==> src/rtl/hall_commutator.sv <==
// Six-step BLDC commutator: hall synchroniser/filter, sector decode, dead-time
// insertion and sticky hall-code / stall faults feeding three phase drivers.
module hall_commutator #(
    parameter int DUTY_WIDTH    = 10,
    parameter int FILTER_CYCLES = 16,
    parameter int DEAD_CYCLES   = 32,
    parameter int STALL_WIDTH   = 20
) (
    input  logic                  clock,
    input  logic                  reset,
    input  logic                  enable,
    input  logic                  direction,
    input  logic                  brake,
    input  logic [DUTY_WIDTH-1:0] duty_cycle,
    input  logic [2:0]            hall,
    output logic [DUTY_WIDTH-1:0] duty_a,
    output logic [DUTY_WIDTH-1:0] duty_b,
    output logic [DUTY_WIDTH-1:0] duty_c,
    output logic                  high_z_a,
    output logic                  high_z_b,
    output logic                  high_z_c,
    output logic                  hall_fault,
    output logic                  stall,
    output logic [2:0]            sector
);

    localparam int FCW = $clog2(FILTER_CYCLES + 1);
    localparam int DCW = (DEAD_CYCLES > 1) ? $clog2(DEAD_CYCLES) : 1;
    localparam logic [FCW-1:0]         FILTER_DONE = FCW'(FILTER_CYCLES);
    localparam logic [DCW-1:0]         DEAD_LOAD   = DCW'(DEAD_CYCLES - 1);
    localparam logic [STALL_WIDTH-1:0] STALL_LAST  = {{(STALL_WIDTH-1){1'b1}}, 1'b0};

    typedef enum logic [2:0] {
        IDLE,
        DEAD,
        DRIVE,
        BRAKE,
        FAULT
    } state_t;

    // Returns {valid, sector}; 000 and 111 are not legal hall codes.
    function automatic logic [3:0] decode_hall(input logic [2:0] code);
        case (code)
            3'b101:  return {1'b1, 3'd0};
            3'b100:  return {1'b1, 3'd1};
            3'b110:  return {1'b1, 3'd2};
            3'b010:  return {1'b1, 3'd3};
            3'b011:  return {1'b1, 3'd4};
            3'b001:  return {1'b1, 3'd5};
            default: return {1'b0, 3'd0};
        endcase
    endfunction

    logic [2:0]     hall_s1, hall_s2, hall_last, hall_filt;
    logic [FCW-1:0] stab_cnt, stab_next;
    logic           filter_valid, filt_update;
    logic [3:0]     new_code, cur_code;
    logic           code_valid, hall_bad;

    always_comb begin
        if (hall_s2 != hall_last) begin
            stab_next = FCW'(1);
        end else if (stab_cnt < FILTER_DONE) begin
            stab_next = stab_cnt + 1'b1;
        end else begin
            stab_next = stab_cnt;
        end
        filt_update = (stab_next == FILTER_DONE) && (!filter_valid || (hall_s2 != hall_filt));
        new_code    = decode_hall(hall_s2);
        cur_code    = decode_hall(hall_filt);
        code_valid  = cur_code[3];
        hall_bad    = filter_valid && !code_valid;
    end

    always_ff @(posedge clock or posedge reset) begin
        if (reset) begin
            hall_s1      <= '0;
            hall_s2      <= '0;
            hall_last    <= '0;
            hall_filt    <= '0;
            stab_cnt     <= '0;
            filter_valid <= 1'b0;
            sector       <= '0;
        end else begin
            hall_s1   <= hall;
            hall_s2   <= hall_s1;
            hall_last <= hall_s2;
            stab_cnt  <= stab_next;
            if (filt_update) begin
                hall_filt    <= hall_s2;
                filter_valid <= 1'b1;
                // An invalid code keeps the last good sector on the output.
                if (new_code[3]) begin
                    sector <= new_code[2:0];
                end
            end
        end
    end

    state_t                 state, state_next;
    logic [DCW-1:0]         dead_cnt, dead_next;
    logic [2:0]             drv_sector, drv_sector_next;
    logic                   drv_dir, drv_dir_next;
    logic [STALL_WIDTH-1:0] stall_cnt, stall_cnt_next;
    logic                   stall_expire, set_hall_fault, set_stall, clear_faults;

    always_comb begin
        stall_expire    = (state == DRIVE) && (duty_cycle != '0) && (stall_cnt == STALL_LAST);
        state_next      = state;
        dead_next       = dead_cnt;
        drv_sector_next = drv_sector;
        drv_dir_next    = drv_dir;
        set_hall_fault  = 1'b0;
        set_stall       = 1'b0;
        clear_faults    = 1'b0;

        if (!enable) begin
            state_next   = IDLE;
            clear_faults = 1'b1;
        end else begin
            case (state)
                IDLE: begin
                    if (filter_valid && code_valid) begin
                        state_next = DEAD;
                        dead_next  = DEAD_LOAD;
                    end
                end
                FAULT: state_next = FAULT;
                default: begin
                    if (hall_bad) begin
                        state_next     = FAULT;
                        set_hall_fault = 1'b1;
                    end else if (stall_expire) begin
                        state_next = FAULT;
                        set_stall  = 1'b1;
                    end else if (state == DEAD) begin
                        if (dead_cnt == '0) begin
                            if (brake) begin
                                state_next = BRAKE;
                            end else begin
                                state_next      = DRIVE;
                                drv_sector_next = sector;
                                drv_dir_next    = direction;
                            end
                        end else begin
                            dead_next = dead_cnt - 1'b1;
                        end
                    end else if (state == DRIVE) begin
                        if (brake || (sector != drv_sector) || (direction != drv_dir)) begin
                            state_next = DEAD;
                            dead_next  = DEAD_LOAD;
                        end
                    end else if (!brake) begin
                        state_next = DEAD;
                        dead_next  = DEAD_LOAD;
                    end
                end
            endcase
        end

        if (filt_update || (state_next != DRIVE)) begin
            stall_cnt_next = '0;
        end else if ((state == DRIVE) && (duty_cycle != '0)) begin
            stall_cnt_next = stall_cnt + 1'b1;
        end else begin
            stall_cnt_next = stall_cnt;
        end
    end

    // Outputs are computed from the next state so they change at the same edge.
    logic [1:0]            fwd_hi, fwd_lo, hi_idx, lo_idx;
    logic [DUTY_WIDTH-1:0] duty_n [3];
    logic [2:0]            high_z_n;

    always_comb begin
        case (drv_sector_next)
            3'd0:    begin fwd_hi = 2'd0; fwd_lo = 2'd1; end
            3'd1:    begin fwd_hi = 2'd0; fwd_lo = 2'd2; end
            3'd2:    begin fwd_hi = 2'd1; fwd_lo = 2'd2; end
            3'd3:    begin fwd_hi = 2'd1; fwd_lo = 2'd0; end
            3'd4:    begin fwd_hi = 2'd2; fwd_lo = 2'd0; end
            3'd5:    begin fwd_hi = 2'd2; fwd_lo = 2'd1; end
            default: begin fwd_hi = 2'd0; fwd_lo = 2'd1; end
        endcase
        hi_idx = drv_dir_next ? fwd_lo : fwd_hi;
        lo_idx = drv_dir_next ? fwd_hi : fwd_lo;

        for (int unsigned p = 0; p < 3; p++) begin
            duty_n[p]   = '0;
            high_z_n[p] = 1'b1;
            if (state_next == BRAKE) begin
                high_z_n[p] = 1'b0;
            end else if (state_next == DRIVE) begin
                if (hi_idx == 2'(p)) begin
                    duty_n[p]   = duty_cycle;
                    high_z_n[p] = 1'b0;
                end else if (lo_idx == 2'(p)) begin
                    high_z_n[p] = 1'b0;
                end
            end
        end
    end

    always_ff @(posedge clock or posedge reset) begin
        if (reset) begin
            state      <= IDLE;
            dead_cnt   <= '0;
            drv_sector <= '0;
            drv_dir    <= 1'b0;
            stall_cnt  <= '0;
            hall_fault <= 1'b0;
            stall      <= 1'b0;
            duty_a     <= '0;
            duty_b     <= '0;
            duty_c     <= '0;
            high_z_a   <= 1'b1;
            high_z_b   <= 1'b1;
            high_z_c   <= 1'b1;
        end else begin
            state      <= state_next;
            dead_cnt   <= dead_next;
            drv_sector <= drv_sector_next;
            drv_dir    <= drv_dir_next;
            stall_cnt  <= stall_cnt_next;
            if (clear_faults) begin
                hall_fault <= 1'b0;
                stall      <= 1'b0;
            end else begin
                if (set_hall_fault) hall_fault <= 1'b1;
                if (set_stall)      stall      <= 1'b1;
            end
            duty_a   <= duty_n[0];
            duty_b   <= duty_n[1];
            duty_c   <= duty_n[2];
            high_z_a <= high_z_n[0];
            high_z_b <= high_z_n[1];
            high_z_c <= high_z_n[2];
        end
    end

endmodule

==> config.mk <==
export PLATFORM = sky130hd
export DESIGN_NAME = hall_commutator
export DESIGN_NICKNAME = d
export VERILOG_FILES = /design/src/rtl/hall_commutator.sv
export SDC_FILE = /design/constraint.sdc
export NUM_CORES = 1
export LEC_CHECK = 0
export ABC_CLOCK_PERIOD_IN_PS = 2750
export BUFFER_PORTS_ARGS = -buffer_cell sky130_fd_sc_hd__clkbuf_2
export CORE_MARGIN = 5
export CORE_UTILIZATION = 35
export CTS_CLUSTER_DIAMETER = 100
export DETAILED_ROUTE_END_ITERATION = 6
export PLACE_DENSITY = 0.55
export SYNTH_ARGS = -nofsm -noshare
export SYNTH_HDL_FRONTEND = slang
export SYNTH_SLANG_ARGS = --single-unit
export TNS_END_PERCENT = 50
==> constraint.sdc <==
create_clock -name clock -period 2.75 [get_ports clock]
set_input_delay 0.275 -clock clock [delete_from_list [all_inputs] [get_ports clock]]
set_output_delay 0.275 -clock clock [all_outputs]
set_load 0.02 [all_outputs]
# After elaboration in Yosys (flattened, before gate mapping)
# Cells that the tools add are included.
# totals
register_bits,88
inputBits,18
word_cells,166
# classes
n_addsub,3
magnitude_cmp,1
eq_ne,41
mux,76
n_bitwise,1
n_reduce_logical,24
# ops
operator,count
two-way mux 10 bit,9
two-way mux 5 bit,10
two-way mux 3 bit,16
case mux 4 bit (6 select lines),2
two-way mux 20 bit,2
two-way mux 1 bit,31
"equality test 3 x 2 -> 1 bit, second input constant",9
"equality test 3 bit, second input constant",9
"adder 20 x 1 -> 20 bit, second input constant",1
"equality test 20 bit, second input constant",1
"equality test 3 x 1 -> 1 bit, second input constant",4
case mux 5 bit (2 select lines),1
nonzero test 10 bit,1
OR reduction 2 bit,5
!= test 3 bit,3
"!= test 2 x 1 -> 1 bit, second input constant",4
"!= test 4 x 1 -> 1 bit, second input constant",2
case mux 2 bit (2 select lines),2
AND reduction 8 bit,1
"!= test 3 x 2 -> 1 bit, second input constant",2
case mux 3 bit (2 select lines),1
"adder 5 x 1 -> 5 bit, second input constant",1
"equality test 5 bit, second input constant",1
logical AND 1 bit,5
other kinds (15),23

# Longest topological paths before layout
# depth
word_depth,16
mapped_depth,9
depth_no_buf,8

# Least setup slack after synthesis
# No wires, ideal clock.
# synth_timing
path_type,reg-to-reg
from,register dead_cnt[2]
to,register duty_c[9]
t_arrival_ps,2233
required_ps,2620
slack_ps,386
stages_incl_launch_ff,7
n_path_buf,0
synth_period_minus_slack_ps,2364
path_cell_list,dfrtp_1 -> nor4b_2 -> nand3b_1 -> nor4b_4 -> mux2i_4 -> mux2i_4 -> nor2_1
# synth_lines
item,line_no,rtl
start: declaration,101,"logic [DCW-1:0] dead_cnt, dead_next;"
start signal: assignment,221,dead_cnt <= dead_next;
end signal: assignment,234,duty_c <= duty_n[2];
end: declaration,18,"output logic [DUTY_WIDTH-1:0] duty_c,"

==> reports/results.md <==
| Stage | Quantity | Reported |
|---|---|---|
| status | Status | finished clean |
| logic synthesis | Cell Area, Synth | 4200 um2 |
| finish | Number of filler instances in the final layout | 1167 |
| critical path | Number of cells traversed by the worst register-to-register path | 6 |
| critical path | Buffers plus inverters on the worst setup path | 0 |
| logic synthesis | Cell count after synthesis | 405 |
| pwr | Pwr per Cell Area | 549 nW/um2 |
| global routing | Residual overflow from global routing | 0 |
| place | Post-place setup slack | 147 ps |
| logic synthesis | Synthesized area per cell | 10.4 um2 |
| critical path | Register-to-register setup slack | 220 ps |
| logic synthesis | Sequential cell area fraction in the yosys report | 52.5% |
| timing | Fin Clk Skew | 6.46 ps |
| global routing | Via count of the first global-routing pass | 3152 |
| cts | TritonCTS clock tree | done |
| detailed routing | DR vias | 3092 |
| cts | CTS hold repair buffers | 0 |
| finish | Most frequent cells in the layout | dfrtp_1, nor2_1, clkbuf_2, nand2_1, xnor2_1 |
| timing | Tmin final | 2530 ps |
| cts | Register clock-pin slew on the reported worst setup and hold paths | 60 ps |
| logic synthesis | Top-area cell type share of the netlist area | 50.6% |
| critical path | Cell at the slowest stage of the critical path | dfrtp_1 |
| timing | Setup violation total in the final timing report | 0 |
| timing | Hold Worst Slack | 47.0 ps |
| detailed routing | Drt pass-1 iters | 5 |
| logic synthesis | Post-Synthesis Net Count | 428 |
| cts | Clock Root Buffer | clkbuf_16 |
| critical path | CP max FO | 10 |
| cts | Clock sink count | 88 |
| floorplan | DIE AREA | 14300 um2 |
| cts | Deepest clock path buffer count | 2 |
| cts | Number of levels in the clock H-tree | 3 |
| logic synthesis | Cells taking the most area after synthesis | dfrtp_1, nor2_1, xnor2_1, xor2_1, nand2_1 |
| timing | Final WS setup | 217 ps |
| floorplan | Area of the core region | 11900 um2 |
| finish | Area used by sequential logic in the layout | 2210 um2 |
| finish | Total area of multi-input combinational cells | 1890 um2 |
| flow run | Max_cap viols | 0 |
| timing | Fraction of the cycle the final worst path needs | 92.1% |
| detailed routing | Total wire length | 9110 um |
| logic synthesis | Number of synthesized register bits | 88 |
| finish | Most common cell after layout, fill and taps aside | dfrtp_1 |
| critical path | RR Startpoint | state[0] |
| logic synthesis | Most used flip-flop cell after synthesis | dfrtp_1 |
| floorplan | Count of standard-cell rows | 40 |
| detailed routing | Per-cell via count in the routed design | 4.98 |
| finish | Inserted Diodes | 0 |
| logic synthesis | Synth unique cells | 53 |
| place | Half-perimeter wire length after placement | 6710 um |
| critical path | Critical path data arrival time | 2740 ps |
| logic synthesis | Total of warnings raised by yosys | 0 |
| finish | Count of non-filler cells in the finished layout | 621 |
| detailed routing | Post-detailed-route DRC marker count | 0 |
| detailed routing | Number of violations reported at the end of detailed-routing iteration 0 | 124 |
| logic synthesis | Number of synthesized flops with an enable pin | 0 |
| place | Placed cell count | 605 |
| critical path | CP top delay family | simple AND/OR/NAND/NOR gates |
| floorplan | Effective utilization at floorplan | 35.3% |
| floorplan | I/O Pins | 56 |
| timing | Number of pins with negative max-slew slack in the final report | 0 |
| timing | Unrepaired setup endpoints after global routing | no |
| timing | Max Clk Rate | 395 MHz |
| timing | Max-slew headroom at the worst pin | 59.3% |
| floorplan | Die span in x | 120 um |
| critical path | Crit start category | register |
| cts | Clock latency of the later-clocked register in the worst-skew pair | 330 ps |
| global routing | Largest net degree at the start of global routing | 46 |
| place | Final GP Congestion | 0.867 |
| global routing | First-pass GRT wire length | 15700 um |
| timing | Aggregate negative setup slack | 0 ps |
| critical path | Data required time of the critical path | 2950 ps |
| logic synthesis | Cell taking the most area after synthesis | dfrtp_1 |
| detailed routing | Wirelength per Cell | 14.7 um |
| critical path | Reg2reg end | duty_a[1] |
| place | IO buf count | 55 |
| critical path | Setup crit end kind | register |
| detailed routing | Routed Antenna Nets | 0 |
| finish | Area growth from synthesis to layout | 19.3% |
| floorplan | Vert. Die Dim | 120 um |
| pwr | VDD IR max | 0.312 mV |
| pwr | Leak pwr | 2.23 nW |
| cts | Number of buffers inserted during clock tree synthesis | 9 |
| global routing | Overall Global Routing Usage | 13.7% |
| finish | Fraction of final layout cells with drive strength greater than 1 | 23.4% |
| timing | Final hold vios | 0 |
| global routing | Number of antenna violations at the first check in global routing | 0 |
| timing | Slew at the pin with the worst max-slew slack | 607 ps |
| critical path | Worst Path Class, Setup | register to register |
| finish | Final #Nets | 492 |
| critical path | Slowest stage delay, CP | 510 ps |
| logic synthesis | Post-synthesis async set-or-reset flop share | 100% |
| min path | Worst min path class | input pin to async pin |
| critical path | Worst path cell trace | nor4b_4 -> nand3b_1 -> nor4b_4 -> mux2i_4 -> mux2i_4 -> nor2_1 |
-- what timing repair did --
| action | 4_1_cts | 5_1_grt |
|---|---|---|
| gates resized for setup | 0 | 2 |
| setup endpoints to repair | 0 | 15 |
| buffers inserted | 0 | 0 |
-- area by class of cell --
type                    count  area share, %
repair buffers             68           7.44
clock buffers              13           5.39
well taps                 147           3.67
multi-input cells         292           37.8
inverters                  10          0.774
clock inverters             3          0.948
flip-flops and latches     88           44.0
-- cell usage after synthesis (all sizes together) (2+ instances only) --
cell type	n
ha	5
and4	3
a2bb2oi	2
and2	3
a22o	2
nand3b	7
nor2b	3
nand2	32
mux2	7
nor3	9
o211a	2
nor3b	4
nor4	5
buf	4
nand4	9
clkbuf	11
dfstp	3
xnor2	19
o21ai	12
xor2	18
nor4b	3
nor2	77
mux2i	8
and3	4
inv	10
o31ai	2
nand2b	7
dfrtp	85
a31oi	9
a21oi	16
nand3	10
a211oi	2
-- flip-flops by register name (all words and copies together) (netlist names), 3 cells and up --
register and count:
stall_cnt 20, hall_s2 3, hall_last 3, stab_cnt 5, duty_c 10, duty_a 10, duty_b 10, hall_filt 3
dead_cnt 5, sector 3, hall_s1 3, state 3, drv_sector 3
-- routing by layer --
layer / wire, um / global-route usage, %
met3: 538 / 4.57
met1: 4420 / 18.8
met2: 4050 / 20.8
met5: 0 / 0
met4: 107 / 3.65
-- where the power goes --
part	internal [mW]	leakage [nW]	switching [mW]	total [mW]
sequential	1.31	1.18	0.0248	1.34
combinational	0.0563	0.890	0.0863	0.143
clock	0.784	0.156	0.486	1.27
-- cells by family after synthesis --
kind of cell	Yosys count	share of synthesized area [%]
AO/OA/AOI/OAI	53	8.34
AND/OR/NAND/NOR	182	22.6
XOR/XNOR	37	7.71
multiplexers	15	4.68
buffers and inverters	25	2.65
adder cells (fa/ha/maj)	5	1.49
flip-flops	88	52.5
-- tightest hold or removal path, delay by kind of cell --
family                 cells  cell delay [ps]
buffers and inverters      3              570
-- through the flow --
step	power [mW]	utilization, %	cell area, um2
floorplan	1.46	-	4200
global placement	1.50	39.3	4690
detailed placement	1.51	39.3	4690
CTS	2.78	42.0	5000
global route	2.87	42.1	5010
finish	2.75	42.1	5010
-- worst max-delay path by stage --
stage	start	end	slack, ps	cells after the start
floorplan	reset	dead_cnt[0]	200	1
global placement	state[0]	duty_a[0]	200	6
detailed placement	state[0]	duty_a[1]	150	6
CTS	state[0]	duty_a[1]	130	6
global route	state[0]	duty_b[0]	60	6
finish	state[0]	duty_a[1]	220	6
Note: power is estimated with default switching activity, not from simulation.
